### config.mk
export PLATFORM = sky130hd
export DESIGN_NAME = note_tone_gen
export DESIGN_NICKNAME = d
export VERILOG_FILES = /design/src/rtl/note_tone_gen.sv
export SDC_FILE = /design/constraint.sdc
export NUM_CORES = 1
export LEC_CHECK = 0
export ABC_AREA = 1
export CORE_UTILIZATION = 23
export DETAILED_ROUTE_END_ITERATION = 6
export GPL_TIMING_DRIVEN = 0
export PLACE_DENSITY = 0.49
export SETUP_SLACK_MARGIN = 0.3
export SYNTH_ARGS = -nofsm -noshare
export SYNTH_HDL_FRONTEND = slang
export SYNTH_SLANG_ARGS = --single-unit
### constraint.sdc
create_clock -name clk -period 2 [get_ports clk]
set_input_delay 0.4 -clock clk [delete_from_list [all_inputs] [get_ports clk]]
set_output_delay 0.4 -clock clk [all_outputs]
set_load 0.05 [all_outputs]
### src/rtl/note_tone_gen.sv
// Square-wave tone generator: consumes an (octave, note) pair over valid/ready and
// toggles the speaker every DIV[note]*((OCT_BASE>>octave)+1) cycles.
module note_tone_gen #(
    parameter logic [7:0] OCT_BASE   = 8'd255,
    parameter int         NOTE_DIV_W = 10
) (
    input  logic       clk,
    input  logic       rst_n,
    input  logic [2:0] octave,
    input  logic [3:0] note,
    input  logic       note_valid,
    output logic       note_ready,
    input  logic       stop,
    output logic       speaker,
    output logic       playing,
    output logic [1:0] state_dbg
);

    typedef enum logic [1:0] {
        IDLE = 2'd0,
        PLAY = 2'd1,
        REST = 2'd2
    } state_t;

    state_t                  state, state_next;
    logic [NOTE_DIV_W-1:0]   cnt_n, cnt_n_next;
    logic [7:0]              cnt_o, cnt_o_next;
    logic [2:0]              oct_q, oct_next;
    logic [3:0]              note_q, note_next;
    logic                    speaker_next;
    logic                    boundary;
    logic                    accept;
    logic                    pair_ok;

    // Handshake: a pair transfers on any edge where note_valid && note_ready and
    // stop is low; the source holds octave/note stable until then.

    // Divider table stored as DIV-1 so it loads straight into the down-counter.
    function automatic logic [NOTE_DIV_W-1:0] div_m1(input logic [3:0] n);
        case (n)
            4'd0:    div_m1 = NOTE_DIV_W'(511);
            4'd1:    div_m1 = NOTE_DIV_W'(482);
            4'd2:    div_m1 = NOTE_DIV_W'(455);
            4'd3:    div_m1 = NOTE_DIV_W'(430);
            4'd4:    div_m1 = NOTE_DIV_W'(405);
            4'd5:    div_m1 = NOTE_DIV_W'(383);
            4'd6:    div_m1 = NOTE_DIV_W'(361);
            4'd7:    div_m1 = NOTE_DIV_W'(341);
            4'd8:    div_m1 = NOTE_DIV_W'(322);
            4'd9:    div_m1 = NOTE_DIV_W'(303);
            4'd10:   div_m1 = NOTE_DIV_W'(286);
            4'd11:   div_m1 = NOTE_DIV_W'(270);
            default: div_m1 = '0;
        endcase
    endfunction

    function automatic logic [7:0] oct_count(input logic [2:0] o);
        oct_count = OCT_BASE >> o;
    endfunction

    assign boundary   = (state == PLAY) && (cnt_n == '0) && (cnt_o == 8'd0);
    assign note_ready = (state != PLAY) || boundary;
    assign accept     = note_valid && note_ready && !stop;
    assign pair_ok    = (note <= 4'd11) && (octave <= 3'd5);
    assign state_dbg  = state;

    always_comb begin
        state_next   = state;
        cnt_n_next   = cnt_n;
        cnt_o_next   = cnt_o;
        speaker_next = speaker;
        oct_next     = oct_q;
        note_next    = note_q;
        if (stop) begin
            state_next   = IDLE;
            cnt_n_next   = '0;
            cnt_o_next   = 8'd0;
            speaker_next = 1'b0;
        end else if (accept) begin
            oct_next  = octave;
            note_next = note;
            if (pair_ok) begin
                state_next   = PLAY;
                cnt_n_next   = div_m1(note);
                cnt_o_next   = oct_count(octave);
                // In PLAY an accept only happens on a boundary, where the toggle is due anyway.
                speaker_next = (state == PLAY) ? ~speaker : 1'b0;
            end else begin
                state_next   = REST;
                cnt_n_next   = '0;
                cnt_o_next   = 8'd0;
                speaker_next = 1'b0;
            end
        end else if (state == PLAY) begin
            if (cnt_n != '0) begin
                cnt_n_next = cnt_n - NOTE_DIV_W'(1);
            end else begin
                cnt_n_next = div_m1(note_q);
                if (cnt_o != 8'd0) begin
                    cnt_o_next = cnt_o - 8'd1;
                end else begin
                    cnt_o_next   = oct_count(oct_q);
                    speaker_next = ~speaker;
                end
            end
        end
    end

    always_ff @(posedge clk) begin
        if (!rst_n) begin
            state   <= IDLE;
            cnt_n   <= '0;
            cnt_o   <= 8'd0;
            oct_q   <= 3'd0;
            note_q  <= 4'd0;
            speaker <= 1'b0;
            playing <= 1'b0;
        end else begin
            state   <= state_next;
            cnt_n   <= cnt_n_next;
            cnt_o   <= cnt_o_next;
            oct_q   <= oct_next;
            note_q  <= note_next;
            speaker <= speaker_next;
            playing <= (state_next == PLAY);
        end
    end

endmodule
==> flow_metrics.env <==
export IMPL_holdWs_ns=0.485
export IMPL_grt_overflow=0
export IMPL_final_cells=590
export IMPL_final_hold_viol_count=0
export IMPL_floorplan_die_height_um=109
export IMPL_grt_max_degree=12
export IMPL_gp_routability_congestion=0.840
export IMPL_post_drt_antenna_nets=0
export IMPL_endpoint_kind="flip-flop"
export IMPL_cp_required_ns=2.17
export IMPL_clock_root_buffer="sky130_fd_sc_hd__clkbuf_16"
export IMPL_clock_transition_at_the_register_clock_pins_on_the_worst_setup_and_hold_paths_after_cts_ns=0.06
export IMPL_wire_length_of_the_first_global_routing_pass_um=12000
export IMPL_max_cap_violations=0
export IMPL_slowest_delay_ns=0.33
export IMPL_vias_per_cell=4.44
export IMPL_fin_worst_skew_ns=0.00386
export IMPL_min_delay_start="cnt_o[6]$_SDFFE_PP0P_"
export IMPL_area_overhead_of_the_layout_relative_to_synthesis_pct=33.7
export IMPL_worst_hold_path_endpoint="cnt_o[6]$_SDFFE_PP0P_"
export IMPL_netlist_cell_type_count=33
export IMPL_synth_largest_area_cell="sky130_fd_sc_hd__dfxtp_1"
export IMPL_synth_xor_area_share_pct=1.67
export IMPL_share_of_final_layout_standard_cells_stronger_than_drive_strength_1_pct=23.8
export IMPL_route_final_wire_length_um=7280
export IMPL_clock_sinks=38
export IMPL_synth_cells=400
export IMPL_grt_total_usage_pct=13.1
export IMPL_seq_area_frac_synth_pct=29.1
export IMPL_number_of_remaining_drc_errors=0
export IMPL_synth_compound_area_share_pct=11.2
export IMPL_detailedRoute_firstPassIterationCount=4
export IMPL_port_buffers=15
export IMPL_outcome="completed"
export IMPL_via_count_of_the_first_global_routing_pass=2531
export IMPL_wl_per_cell_um=12.3
export IMPL_design_portCount=16
export IMPL_die_area_um2=11800
export IMPL_finalWorstSetupSlack_ns=0.0506
export IMPL_static_leakage_power_nw=1.74
export IMPL_clkLatencyLatePin_ns=0.28
export IMPL_synth_yosys_warnings=0
export IMPL_drv_slew=0
export IMPL_hold_path_depth=2
export IMPL_chipWidth_um=109
export IMPL_drtIter0Drc=132
export IMPL_worstPathCellList="inv_2 > ha_4 > nand2_4 > nor2_4 > nand2_4 > nand2_4 > nand3_4 > buf_12 > buf_4 > nand2_8 > nand3_2 > buf_6 > nand2_2 > nand2_1 > nand2_1 > nand2_1"
export IMPL_dominant_combinational_cell_family_by_area_after_synthesis="simple AND/OR/NAND/NOR gates"
export IMPL_rsz0062_at_grt="true"
export IMPL_cts_htree_levels=2
export IMPL_critical_path_reg2reg_startpoint="cnt_n[0]$_SDFFE_PP0P_"
export IMPL_antenna_found_initial=0
export IMPL_nNetsFinal=476
export IMPL_dominantRegCellSynth="sky130_fd_sc_hd__dfxtp_1"
export IMPL_reg_to_reg_slack_setup_ns=0.05
export IMPL_r2r_worst_path_cells=16
export IMPL_floorplan_core_area_um2=11000
export IMPL_numCtsBuffers=5
export IMPL_syn_mean_instance_area_um2=6.54
export IMPL_tritoncts="yes"
export IMPL_count_of_vias_placed_by_the_detailed_router=2618
export IMPL_crit_path_top_delay_cell="sky130_fd_sc_hd__dfxtp_2"
export IMPL_post_synthesis_simple_gate_area_fraction_pct=38.0
export IMPL_crit_family="simple AND/OR/NAND/NOR gates"
export IMPL_min_delay_path_class="flip-flop to flip-flop"
export IMPL_crit_buf_inv=4
export IMPL_worst_slew_pin_transition_ns=0.492
export IMPL_portion_of_netlist_area_occupied_by_mux_cells_pct=0
export IMPL_place_detailed_hpwl_um=5350
export IMPL_postLayoutCellArea_um2=3500
export IMPL_max_freq_mhz=513
export IMPL_synth_nets=427
export IMPL_clock_tree_buffer_depth=2
export IMPL_synth_most_common_cell="sky130_fd_sc_hd__nand2_1"
export IMPL_finalCritPeriodShare_pct=97.5
export IMPL_worstPathArrival_ns=2.12
export IMPL_start_kind="flip-flop"
export IMPL_setup_viol_count_final=0
export IMPL_synth_enable_flop_cells=0
export IMPL_worst_slew_margin_rel_pct=67.3
export IMPL_post_synth_instance_area_um2=2620
export IMPL_ir_drop_uv=333
export IMPL_yosysTopAreaCellShare_pct=29.1
export IMPL_dp_worst_setup_slack_ns=-0.550
export IMPL_timing_critical_path_fanout_max=10
export IMPL_synth_area_leaders="sky130_fd_sc_hd__dfxtp_1 (29%), sky130_fd_sc_hd__nand2_1 (15%), sky130_fd_sc_hd__inv_1 (9.5%)"
export IMPL_insertedDiodeCount=0
export IMPL_path_class="flip-flop to flip-flop"
export IMPL_synth_cells_most_frequent="sky130_fd_sc_hd__nand2_1 (106), sky130_fd_sc_hd__inv_1 (66), sky130_fd_sc_hd__nand3_1 (40), sky130_fd_sc_hd__dfxtp_1 (38), sky130_fd_sc_hd__nor2_1 (31)"
export IMPL_power_density_cell_area_nw_per_um2=666
export IMPL_timing_critical_path_from="cnt_n[0]$_SDFFE_PP0P_"
export IMPL_initial_utilization_pct=23.8
export IMPL_postSynthRegisterBits=38
export IMPL_std_cell_rows=38
export IMPL_dpl_cell_count=555
export IMPL_place_area_um2=3050
export IMPL_period_minus_slack_ns=1.95
export IMPL_synth_async_sr_flop_share_pct=0
export IMPL_yosys_area_share_adder_pct=7.65
## timing repair
| item | in CTS | in global routing |
|---|---|---|
| hold buffers | 0 | 0 |
| pin swaps | 11 | 7 |
| gates cloned | 0 | 1 |
| endpoints found under the setup margin | 41 | 36 |
| gates resized for setup | 40 | 11 |
| buffers inserted | 17 | 9 |
## tightest hold or removal path, cell delays in order, from the launching register on
cell	delay [ns]
sky130_fd_sc_hd__dfxtp_1	0.32
sky130_fd_sc_hd__nand3_1	0.08
sky130_fd_sc_hd__nand2_1	0.05
## placed cells by master (no fill, tap or decap), drive strengths merged, types with 4 or more instances in the layout
cell type / Yosys / layout
ha: 16 / 16
inv: 68 / 67
o211ai: 8 / 8
nor2: 36 / 37
nand4: 9 / 9
nand2: 112 / 112
dlygate4sd2: 0 / 4
o21ai: 25 / 25
buf: 6 / 34
dfxtp: 38 / 38
clkbuf: 3 / 9
clkdlybuf4s50: 0 / 10
xor2: 5 / 5
a21oi: 14 / 14
nand3: 45 / 45
nor3: 4 / 4
## through the flow
stage               power [mW]  setup TNS [ns]  util, %
floorplan                 1.30               0        -
global placement          1.45           -8.24     27.7
detailed placement        1.45           -8.63     27.7
CTS                       2.32               0     30.9
global route              2.48          -0.461     31.9
finish                    2.33               0     31.9
## area by class of cell
| class | count | area (um2) |
|---|---|---|
| Timing Repair Buffer | 41 | 345 |
| Clock buffer | 7 | 143 |
| Fill cell | 1204 | 7480 |
| Tap cell | 140 | 175 |
| Buffer | 9 | 75.1 |
| Clock inverter | 1 | 5.00 |
| Sequential cell | 38 | 774 |
| Inverter | 70 | 272 |
| Multi-Input combinational cell | 284 | 1710 |
## cell families (layout without fill, tap and decap cells)
| logic type | Yosys count | in the layout |
|---|---|---|
| adders and majority gates | 16 | 16 |
| and+or+nand+nor | 210 | 211 |
| xor gates and xnor gates | 5 | 5 |
| AOI/OAI and AO/OA | 52 | 52 |
| DFF | 38 | 38 |
| buffers and inverters | 79 | 128 |
## power by group
part | switching, mW | internal [mW]
clock | 0.306 | 0.494
sequential | 0.0284 | 0.808
combinational | 0.420 | 0.274
total | 0.755 | 1.58
## per-layer routing
| layer | global-route usage (%) | share of wire (%) | vias to the layer above |
|---|---|---|---|
| li1 | - | - | 1378 |
| met1 | 17.1 | 50 | 1192 |
| met2 | 22.4 | 46 | 44 |
| met3 | 1.79 | 2.7 | 4 |
| met4 | 4.25 | 0.96 | 0 |
| met5 | 0 | 0 | - |
## how the worst max path moves through the flow
stage | end | depth (start not counted)
2_1_floorplan | flip-flop | 17
3_3_place_gp | playing$_SDFF_PN0_ | 7
3_5_place_dp | playing$_SDFF_PN0_ | 7
4_1_cts | flip-flop | 17
5_1_grt | flip-flop | 17
6_report | flip-flop | 16
Power figures use the tool's default switching activity.
